### config.mk
export PLATFORM = sky130hd
export DESIGN_NAME = reg_bank_param_flat
export DESIGN_NICKNAME = d
export VERILOG_FILES = /design/src/rtl/reg_bank_param_pkg.sv /design/src/rtl/reg_bank_param_if.sv /design/src/rtl/reg_bank_param_dac_commit_ctrl.sv /design/src/rtl/reg_bank_param.sv /design/src/flat_wrapper.sv
export SDC_FILE = /design/constraint.sdc
export NUM_CORES = 1
export LEC_CHECK = 0
export BUFFER_PORTS_ARGS = -buffer_cell sky130_fd_sc_hd__buf_2
export CAP_MARGIN = 40
export CORE_AREA = 5 5 218 220
export DETAILED_ROUTE_END_ITERATION = 8
export DIE_AREA = 0 0 223 225
export GPL_TIMING_DRIVEN = 1
export PLACE_DENSITY = 0.77
export SLEW_MARGIN = 40
export SYNTH_ARGS = -nofsm -noshare
export SYNTH_HDL_FRONTEND = slang
export SYNTH_SLANG_ARGS = --single-unit
### constraint.sdc
create_clock -name clk -period 33.5 [get_ports clk]
set_input_delay 1.675 -clock clk [delete_from_list [all_inputs] [get_ports clk]]
set_output_delay 1.675 -clock clk [all_outputs]
set_load 0.01 [all_outputs]
### src/rtl/reg_bank_param_pkg.sv
// Shared constants, address helpers and commit FSM state type for the
// parametrised analog register bank.
package reg_bank_pkg;

    localparam int CTRL_CS_LSB    = 0;
    localparam int CTRL_CS_W      = 3;
    localparam int CTRL_CP_RESET  = 3;
    localparam int CTRL_TIMER_FEN = 4;
    localparam int CTRL_TIMER_EN  = 5;
    localparam int CTRL_AMP_EN    = 6;
    localparam int CTRL_W         = 7;

    localparam int ST_ERR     = 0;
    localparam int ST_BUSY    = 1;
    localparam int ST_PEND    = 2;
    localparam int ST_OVR_LSB = 3;

    localparam int CMD_COMMIT = 0;
    localparam int CMD_CLEAR  = 1;

    function automatic int ctrl_addr(input int idx);
        return idx;
    endfunction

    function automatic int adc_addr(input int n_ch, input int idx);
        return n_ch + idx;
    endfunction

    function automatic int dac_addr(input int n_ch, input int idx);
        return 2 * n_ch + idx;
    endfunction

    function automatic int status_addr(input int n_ch, input int n_dac);
        return 2 * n_ch + n_dac;
    endfunction

    function automatic int cmd_addr(input int n_ch, input int n_dac);
        return 2 * n_ch + n_dac + 1;
    endfunction

    typedef enum logic {
        IDLE,
        SETTLE
    } commit_state_e;

endpackage

### src/rtl/reg_bank_param_if.sv
// Register access bus between the I2C slave (master side) and the register bank.
interface reg_bank_param_if #(
    parameter int ADDR_W = 6,
    parameter int DATA_W = 8
);
    logic [ADDR_W-1:0] reg_addr;
    logic [DATA_W-1:0] reg_wdata;
    logic              reg_write;
    logic              reg_read;
    logic [DATA_W-1:0] reg_rdata;
    logic              reg_rvalid;
    logic              reg_err;

    modport master (
        output reg_addr, reg_wdata, reg_write, reg_read,
        input  reg_rdata, reg_rvalid, reg_err
    );

    modport slave (
        input  reg_addr, reg_wdata, reg_write, reg_read,
        output reg_rdata, reg_rvalid, reg_err
    );
endinterface

### src/rtl/reg_bank_param_dac_commit_ctrl.sv
// DAC commit sequencer: copies shadows to the active DAC codes atomically and
// holds off further commits for a settle window, remembering one pending request.
module dac_commit_ctrl
    import reg_bank_pkg::*;
#(
    parameter int DATA_W      = 8,
    parameter int N_DAC       = 31,
    parameter int DAC_SETTLE  = 4,
    parameter int AUTO_COMMIT = 0
) (
    input  logic                    clk,
    input  logic                    rst,
    input  logic                    i_commit_req,
    input  logic [N_DAC*DATA_W-1:0] i_shadow,
    input  logic [N_DAC-1:0]        i_shadow_we,
    input  logic [DATA_W-1:0]       i_wdata,
    output logic [N_DAC*DATA_W-1:0] o_dac_out,
    output logic                    o_dac_update,
    output logic                    o_busy,
    output logic                    o_pending
);

    localparam int CNT_W = (DAC_SETTLE > 1) ? $clog2(DAC_SETTLE) : 1;
    localparam logic [CNT_W-1:0] CNT_RELOAD = CNT_W'(DAC_SETTLE - 1);

    commit_state_e           r_state;
    logic [CNT_W-1:0]        r_cnt;
    logic                    r_pending;
    logic                    r_update;
    logic [N_DAC*DATA_W-1:0] r_dac_out;

    // A request arriving on the final settle cycle is folded into the recommit.
    always_ff @(posedge clk or posedge rst) begin
        if (rst) begin
            r_state   <= IDLE;
            r_cnt     <= '0;
            r_pending <= 1'b0;
            r_update  <= 1'b0;
            r_dac_out <= '0;
        end else begin
            r_update <= 1'b0;
            if (AUTO_COMMIT != 0) begin
                for (int j = 0; j < N_DAC; j++) begin
                    if (i_shadow_we[j]) begin
                        r_dac_out[j*DATA_W +: DATA_W] <= i_wdata;
                    end
                end
                r_state   <= IDLE;
                r_cnt     <= '0;
                r_pending <= 1'b0;
            end else begin
                case (r_state)
                    IDLE: begin
                        if (i_commit_req) begin
                            r_dac_out <= i_shadow;
                            r_update  <= 1'b1;
                            r_state   <= SETTLE;
                            r_cnt     <= CNT_RELOAD;
                        end
                    end
                    SETTLE: begin
                        if (r_cnt == '0) begin
                            if (r_pending || i_commit_req) begin
                                r_dac_out <= i_shadow;
                                r_update  <= 1'b1;
                                r_pending <= 1'b0;
                                r_cnt     <= CNT_RELOAD;
                            end else begin
                                r_state <= IDLE;
                            end
                        end else begin
                            r_cnt <= r_cnt - CNT_W'(1);
                            if (i_commit_req) begin
                                r_pending <= 1'b1;
                            end
                        end
                    end
                    default: r_state <= IDLE;
                endcase
            end
        end
    end

    assign o_dac_out    = r_dac_out;
    assign o_dac_update = r_update;
    assign o_busy       = (r_state == SETTLE);
    assign o_pending    = r_pending;

endmodule

### src/rtl/reg_bank_param.sv
// Register bank between the I2C register interface and the analog block:
// channel control, ADC capture with overrun flags, DAC shadows and status/command.
module reg_bank_param
    import reg_bank_pkg::*;
#(
    parameter int DATA_W      = 8,
    parameter int N_CH        = 3,
    parameter int N_DAC       = 31,
    parameter int DAC_SETTLE  = 4,
    parameter int AUTO_COMMIT = 0,
    parameter int ADDR_W      = $clog2(2*N_CH + N_DAC + 2)
) (
    input  logic                    clk,
    input  logic                    rst,
    reg_bank_param_if.slave         bus,
    input  logic [N_CH*DATA_W-1:0]  i_adc_in,
    input  logic [N_CH-1:0]         i_adc_valid,
    output logic [N_DAC*DATA_W-1:0] o_dac_out,
    output logic                    o_dac_update,
    output logic [N_CH*3-1:0]       o_cs_control,
    output logic [N_CH-1:0]         o_cp_reset,
    output logic [N_CH-1:0]         o_timer_en,
    output logic [N_CH-1:0]         o_timer_fen,
    output logic [N_CH-1:0]         o_amp_en
);

    localparam logic [ADDR_W-1:0] A_ADC = ADDR_W'(adc_addr(N_CH, 0));
    localparam logic [ADDR_W-1:0] A_DAC = ADDR_W'(dac_addr(N_CH, 0));
    localparam logic [ADDR_W-1:0] A_ST  = ADDR_W'(status_addr(N_CH, N_DAC));
    localparam logic [ADDR_W-1:0] A_CMD = ADDR_W'(cmd_addr(N_CH, N_DAC));

    logic [CTRL_W-1:0]       r_ctrl [N_CH];
    logic [DATA_W-1:0]       r_adc  [N_CH];
    logic [N_CH-1:0]         r_new;
    logic [N_CH-1:0]         r_ovr;
    logic                    r_err_flag;
    logic [N_DAC*DATA_W-1:0] r_shadow;
    logic [DATA_W-1:0]       r_rdata;
    logic                    r_rvalid;
    logic                    r_err;

    logic              w_is_adc, w_is_st, w_is_cmd, w_in_map;
    logic              w_reject, w_wr_ok, w_rd_ok;
    logic              w_commit_req, w_clear;
    logic              w_busy, w_pending;
    logic [N_CH-1:0]   w_ctrl_we, w_adc_rd;
    logic [N_DAC-1:0]  w_dac_we;
    logic [DATA_W-1:0] w_rd_mux, w_status;

    assign w_is_adc = (bus.reg_addr >= A_ADC) && (bus.reg_addr < A_DAC);
    assign w_is_st  = (bus.reg_addr == A_ST);
    assign w_is_cmd = (bus.reg_addr == A_CMD);
    assign w_in_map = (bus.reg_addr <= A_CMD);

    assign w_reject = (bus.reg_write && bus.reg_read) || ((bus.reg_write || bus.reg_read) && !w_in_map)
                    || (bus.reg_write && (w_is_adc || w_is_st));
    assign w_wr_ok  = bus.reg_write && !w_reject;
    assign w_rd_ok  = bus.reg_read && !w_reject;

    assign w_commit_req = w_wr_ok && w_is_cmd && bus.reg_wdata[CMD_COMMIT];
    assign w_clear      = w_wr_ok && w_is_cmd && bus.reg_wdata[CMD_CLEAR];

    always_comb begin
        w_status = '0;
        w_status[ST_ERR]  = r_err_flag;
        w_status[ST_BUSY] = w_busy;
        w_status[ST_PEND] = w_pending;
        w_status[ST_OVR_LSB +: N_CH] = r_ovr;
    end

    // Address decode; CMD and unmatched addresses read back as zero.
    always_comb begin
        w_ctrl_we = '0;
        w_adc_rd  = '0;
        w_dac_we  = '0;
        w_rd_mux  = '0;
        for (int i = 0; i < N_CH; i++) begin
            if (bus.reg_addr == ADDR_W'(ctrl_addr(i))) begin
                w_ctrl_we[i] = w_wr_ok;
                w_rd_mux     = DATA_W'(r_ctrl[i]);
            end
            if (bus.reg_addr == ADDR_W'(adc_addr(N_CH, i))) begin
                w_adc_rd[i] = w_rd_ok;
                w_rd_mux    = r_adc[i];
            end
        end
        for (int j = 0; j < N_DAC; j++) begin
            if (bus.reg_addr == ADDR_W'(dac_addr(N_CH, j))) begin
                w_dac_we[j] = w_wr_ok;
                w_rd_mux    = r_shadow[j*DATA_W +: DATA_W];
            end
        end
        if (w_is_st) begin
            w_rd_mux = w_status;
        end
    end

    // A sample strobe wins over a same-cycle read, so the new flag survives it.
    always_ff @(posedge clk or posedge rst) begin
        if (rst) begin
            for (int i = 0; i < N_CH; i++) begin
                r_ctrl[i] <= '0;
                r_adc[i]  <= '0;
            end
            r_new      <= '0;
            r_ovr      <= '0;
            r_err_flag <= 1'b0;
            r_shadow   <= '0;
            r_rdata    <= '0;
            r_rvalid   <= 1'b0;
            r_err      <= 1'b0;
        end else begin
            r_rvalid <= w_rd_ok;
            r_err    <= w_reject;
            if (w_rd_ok) begin
                r_rdata <= w_rd_mux;
            end
            for (int i = 0; i < N_CH; i++) begin
                if (w_ctrl_we[i]) begin
                    r_ctrl[i] <= bus.reg_wdata[CTRL_W-1:0];
                end
                if (i_adc_valid[i]) begin
                    r_adc[i] <= i_adc_in[i*DATA_W +: DATA_W];
                    r_new[i] <= 1'b1;
                end else if (w_adc_rd[i]) begin
                    r_new[i] <= 1'b0;
                end
                if (i_adc_valid[i] && r_new[i]) begin
                    r_ovr[i] <= 1'b1;
                end else if (w_clear) begin
                    r_ovr[i] <= 1'b0;
                end
            end
            if (w_reject) begin
                r_err_flag <= 1'b1;
            end else if (w_clear) begin
                r_err_flag <= 1'b0;
            end
            for (int j = 0; j < N_DAC; j++) begin
                if (w_dac_we[j]) begin
                    r_shadow[j*DATA_W +: DATA_W] <= bus.reg_wdata;
                end
            end
        end
    end

    for (genvar g = 0; g < N_CH; g++) begin : g_ctrl_out
        assign o_cs_control[g*3 +: 3] = r_ctrl[g][CTRL_CS_LSB +: CTRL_CS_W];
        assign o_cp_reset[g]          = r_ctrl[g][CTRL_CP_RESET];
        assign o_timer_fen[g]         = r_ctrl[g][CTRL_TIMER_FEN];
        assign o_timer_en[g]          = r_ctrl[g][CTRL_TIMER_EN];
        assign o_amp_en[g]            = r_ctrl[g][CTRL_AMP_EN];
    end

    dac_commit_ctrl #(
        .DATA_W      (DATA_W),
        .N_DAC       (N_DAC),
        .DAC_SETTLE  (DAC_SETTLE),
        .AUTO_COMMIT (AUTO_COMMIT)
    ) u_commit (
        .clk          (clk),
        .rst          (rst),
        .i_commit_req (w_commit_req),
        .i_shadow     (r_shadow),
        .i_shadow_we  (w_dac_we),
        .i_wdata      (bus.reg_wdata),
        .o_dac_out    (o_dac_out),
        .o_dac_update (o_dac_update),
        .o_busy       (w_busy),
        .o_pending    (w_pending)
    );

    assign bus.reg_rdata  = r_rdata;
    assign bus.reg_rvalid = r_rvalid;
    assign bus.reg_err    = r_err;

endmodule
### src/flat_wrapper.sv
// flat-port wrapper written by rule: the top's interface ports become plain ports
module reg_bank_param_flat import reg_bank_pkg::*;
#(
    parameter int DATA_W      = 8,
    parameter int N_CH        = 3,
    parameter int N_DAC       = 31,
    parameter int DAC_SETTLE  = 4,
    parameter int AUTO_COMMIT = 0,
    parameter int ADDR_W      = $clog2(2*N_CH + N_DAC + 2)
)
  (clk, rst, i_adc_in, i_adc_valid, o_dac_out, o_dac_update, o_cs_control, o_cp_reset, o_timer_en, o_timer_fen, o_amp_en, bus_reg_addr, bus_reg_wdata, bus_reg_write, bus_reg_read, bus_reg_rdata, bus_reg_rvalid, bus_reg_err);
  reg_bank_param_if #(.ADDR_W(ADDR_W), .DATA_W(DATA_W)) bus_i ();
  input  logic clk;
  input  logic rst;
  input  logic [N_CH*DATA_W-1:0] i_adc_in;
  input  logic [N_CH-1:0] i_adc_valid;
  output logic [N_DAC*DATA_W-1:0] o_dac_out;
  output logic o_dac_update;
  output logic [N_CH*3-1:0] o_cs_control;
  output logic [N_CH-1:0] o_cp_reset;
  output logic [N_CH-1:0] o_timer_en;
  output logic [N_CH-1:0] o_timer_fen;
  output logic [N_CH-1:0] o_amp_en;
  input wire logic [$bits(bus_i.reg_addr)-1:0] bus_reg_addr;
  input wire logic [$bits(bus_i.reg_wdata)-1:0] bus_reg_wdata;
  input wire logic [$bits(bus_i.reg_write)-1:0] bus_reg_write;
  input wire logic [$bits(bus_i.reg_read)-1:0] bus_reg_read;
  output wire logic [$bits(bus_i.reg_rdata)-1:0] bus_reg_rdata;
  output wire logic [$bits(bus_i.reg_rvalid)-1:0] bus_reg_rvalid;
  output wire logic [$bits(bus_i.reg_err)-1:0] bus_reg_err;
  assign bus_i.reg_addr = bus_reg_addr;
  assign bus_i.reg_wdata = bus_reg_wdata;
  assign bus_i.reg_write = bus_reg_write;
  assign bus_i.reg_read = bus_reg_read;
  assign bus_reg_rdata = bus_i.reg_rdata;
  assign bus_reg_rvalid = bus_i.reg_rvalid;
  assign bus_reg_err = bus_i.reg_err;
  reg_bank_param #(.DATA_W(DATA_W), .N_CH(N_CH), .N_DAC(N_DAC), .DAC_SETTLE(DAC_SETTLE), .AUTO_COMMIT(AUTO_COMMIT), .ADDR_W(ADDR_W)) u_core (.clk(clk), .rst(rst), .bus(bus_i), .i_adc_in(i_adc_in), .i_adc_valid(i_adc_valid), .o_dac_out(o_dac_out), .o_dac_update(o_dac_update), .o_cs_control(o_cs_control), .o_cp_reset(o_cp_reset), .o_timer_en(o_timer_en), .o_timer_fen(o_timer_fen), .o_amp_en(o_amp_en));
endmodule
==> metrics.md <==
| Metric | Value |
|---|---|
| WL/cell | roughly 24 um |
| Maximum number of pins on one net before global-route repair | between 100 and 150 |
| Worst hold path class | flop to flop |
| DRC violations left | 0 |
| Synth-to-layout area growth | 15.7% |
| Critical path buffer and inverter count | 3 |
| Largest cells by area after synthesis | dfrtp_1 (56%), mux2_2 (14%), nand2_1 (12%) |
| Post-synth EDFFs | 0 |
| Xor-xnor portion of the synthesized cell area | 0 |
| CP max-delay cell | a2111oi_4 |
| Post-synth top area share | 0.565 |
| Static Leak | 0.0154 uW |
| Post_cts resized | 0 |
| Post-synth top area cell | dfrtp_1 |
| Initial antenna violation count | 5 |
| Max-slew violations | 0 |
| Crit Reg-Reg Startpoint | u_core.u_commit.r_cnt[0]$_DFFE_PP0P_ |
| DRT Wirelength | between 70000 and 80000 um |
| Area of the mapped netlist | ~25000 um^2 |
| First-pass GRT wire length | 121000 um |
| Cell with the most instances after synthesis | nand2_1 |
| Clock tree buffer depth | 3 |
| CP required | around 34000 ps |
| Hold path depth | 2 |
| Crit. End Element | flop |
| CP Max Fanout | between 70 and 80 |
| Mean post-synth cell area | approximately 10 um^2 |
| Vias in the first global route | 20200 |
| 1st-iter DRT viols | approximately 2400 |
| Rows | 78 |
| Die footprint | roughly 50000 um^2 |
| Slew @ Worst Pin | ~880 ps |
| Final hold violation count | 0 |
| Worst-path clk slew | about 60 ps |
| Antenna viol nets, final | 0 |
| Die W | 223 um |
| R2R depth | 9 |
| Layout cells sized above 1 | 0.299 |
| Fin Setup TNS | 0 ps |
| Crit path DAT | 5530 ps |
| Overall routing resource usage | 0.308 |
| Final setup fails | 0 |
| Core area | approximately 45000 um^2 |
| Post-synthesis sequential area ratio | 0.565 |
| Flops & latches, synth | approximately 560 |
| Max stage delay on crit path | roughly 780 ps |
| IO buf count | ~320 |
| Post-Syn Instances | roughly 2400 |
| Inserted Clock Buffers | 55 |
| R2R setup slack | 30490 ps |
| WS Path Type | input pin to flop |
| Mux contribution to synthesized area | 0.156 |
| Max VDD drop | between 0.03 and 0.04 mV |
| Crit-path cells | buf_2 -> or2_4 -> a2111oi_4 -> nand3_1 -> nand2_1 -> nand2_4 -> inv_6 -> buf_4 -> nand2_1 -> nand2_1 |
| Max-slew headroom | 0.412 |
| Main combinational cell family by area after synthesis | simple AND/OR/NAND/NOR gates |
| Max_cap viols | 0 |
| Synth Area in Adders | 0.000502 |
| Reg2Reg Capture Point | u_core.u_commit.o_dac_out[98]$_DFFE_PP0P_ |
| Final nets | 2677 |
| F_max | 200 MHz |
| Pwr/cell area | 52.1 nW/um^2 |
| CP Launch Type | input pin |
| Hold Path Origin | u_core.u_commit.o_dac_out[233]$_DFFE_PP0P_ |
| Top_reg_cell synth | dfrtp_1 |
| Gpl congestion | 0.962 |
| Tmin final | approximately 5000 ps |
| Outcome | complete, no violations |
| Worst path most repeated cell | nand2_1 |
| Yosys cell types | a little over 80 |
| Syn_nets | around 2400 |
| Worst Skew | around 19 ps |
| Post-CTS setup buffer count | 0 |
| Simple-Gate Fraction of Synth Area | 0.166 |
| WHS Endpoint | u_core.u_commit.o_dac_out[233]$_DFFE_PP0P_ |
| Hold-fix buffers at CTS | 0 |
| Post-DP HPWL | between 50000 and 60000 um |
| TritonRoute pass-1 iters | 6 |
| I/O pin count | about 330 |
| Complex-gate fraction of the synthesized area | 0.0814 |
| Total Power | between 1500 and 2000 uW |
| Filler cells | 3580 |
| RSZ-0062 raised after global routing | false |
| Family with the most delay on the worst path | buffers and inverters |
| CTS sink count | roughly 560 |
| Syn. warnings | 0 |
| Congestion Overflow GR | 0 |
| Ys async rst share | 1.00 |
| Drt via density | between 6 and 7 |
| Top cells by count, synth | nand2_1 (813), dfrtp_1 (563), mux2_2 (309) |
| Via count | about 20000 |
| Worst-Skew Late Latency | between 600 and 700 ps |
| CTS tree | built |
| Die extent in y | 225 um |
| CTS Root Cell | clkbuf_16 |
| Initial Util | 0.553 |
| H-tree Lvls | 2 |
| Final core utilization | 0.640 |
| Period utilization | 0.149 |
## where the power goes
part | internal, uW | switching (uW) | leakage, uW | total (uW)
Sequential | 704 | 26.4 | 0.00770 | 730
Combinational | 37.6 | 65.2 | 0.00673 | 103
Clock | 401 | 271 | 0.000949 | 672
Total | 1140 | 363 | 0.0154 | 1510
## cell usage in the layout, fill, tap and decap left out, types with 7 or more instances in the layout
master     netlist  routed
o22ai_1         23      23
nand2_1        813     812
inv_1            8       7
a22oi_1         15      15
clkbuf_16        0      57
bufinv_16        0      10
nor3_1          14      14
clkbuf_8         0       7
a211oi_1         8       8
a21o_1           7       7
a21oi_1         64      64
buf_4            3      25
nor2_2          21      22
a221oi_1        10      10
nand3_1         27      27
nand2b_1        10      10
nor4_1           7       7
a31oi_1          9       9
nor2_1          57      56
mux2_2         309     309
o221ai_1        10      10
o211ai_1        10      10
mux2i_1         33      33
dfrtp_1        563     563
o21ai_0         77      77
o21a_1          10      10
buf_2           59     318
## flip-flops by register name (all words and copies together) (netlist names), 3 cells and up
signal / cells
u_core.bus.reg_rdata: 8
u_core.o_amp_en: 3
u_core.o_cp_reset: 3
u_core.o_cs_control: 9
u_core.o_timer_en: 3
u_core.o_timer_fen: 3
u_core.r_adc: 24
u_core.r_new: 3
u_core.r_ovr: 3
u_core.r_shadow: 248
u_core.u_commit.o_dac_out: 248
## cell families after synthesis
kind of cell,Yosys count
AND/OR/NAND/NOR,996
AO/OA/AOI/OAI,306
adder cells (fa/ha/maj),1
flip-flops,563
buffers and inverters,169
multiplexers,346
## how the worst max path moves through the flow
stage / startpoint / to / slack, ps / depth (start not counted)
floorplan: rst / u_core.bus.reg_err$_DFF_PP0_ / 16080 / 1
global placement: bus_reg_addr[3] / u_core.u_commit.o_dac_out[70]$_DFFE_PP0P_ / 28100 / 10
detailed placement: bus_reg_addr[3] / u_core.u_commit.o_dac_out[137]$_DFFE_PP0P_ / 28000 / 10
CTS: bus_reg_addr[3] / u_core.u_commit.o_dac_out[98]$_DFFE_PP0P_ / 28630 / 10
global route: bus_reg_addr[3] / u_core.u_commit.o_dac_out[95]$_DFFE_PP0P_ / 28310 / 10
finish: bus_reg_addr[3] / u_core.u_commit.o_dac_out[98]$_DFFE_PP0P_ / 28510 / 10
## final cells by class
cell class                 instances  area [um^2]  area share
antenna                            3         7.51    0.000260
clock inverter                    28          440      0.0153
clock buffer                      67         1520      0.0528
inverter                          10         51.3     0.00178
multi-input combinational       1649        10100       0.349
tap                              600          751      0.0260
timing repair buffer             352         1920      0.0664
sequential                       563        14100       0.488
## stage by stage
stage / instance area (um^2) / worst slack [ps] / instances / hold WS [ps]
3_3_place_gp: 26800 / 28100 / 3172 / 453
6_report: 28900 / 28510 / 3272 / 468
5_1_grt: 28900 / 28310 / 3270 / 496
2_1_floorplan: 24900 / 16080 / 2381 / 444
4_1_cts: 28800 / 28630 / 3269 / 473
3_5_place_dp: 26900 / 28000 / 3174 / 457
## tightest hold or removal path, cell delays in order (launching register included)
cell     delay [ps]
dfrtp_1         340
nand2_1          50
nand2_1          50
## metal layers
layer,GRT usage,up-vias,share of wire
met1,0.411,10100,0.38
met2,0.492,1210,0.47
met4,0.116,6,0.043
li1,-,8636,-
met3,0.0805,254,0.10
met5,0,-,0.00045
No activity file was read; power rests on OpenSTA's default activity.
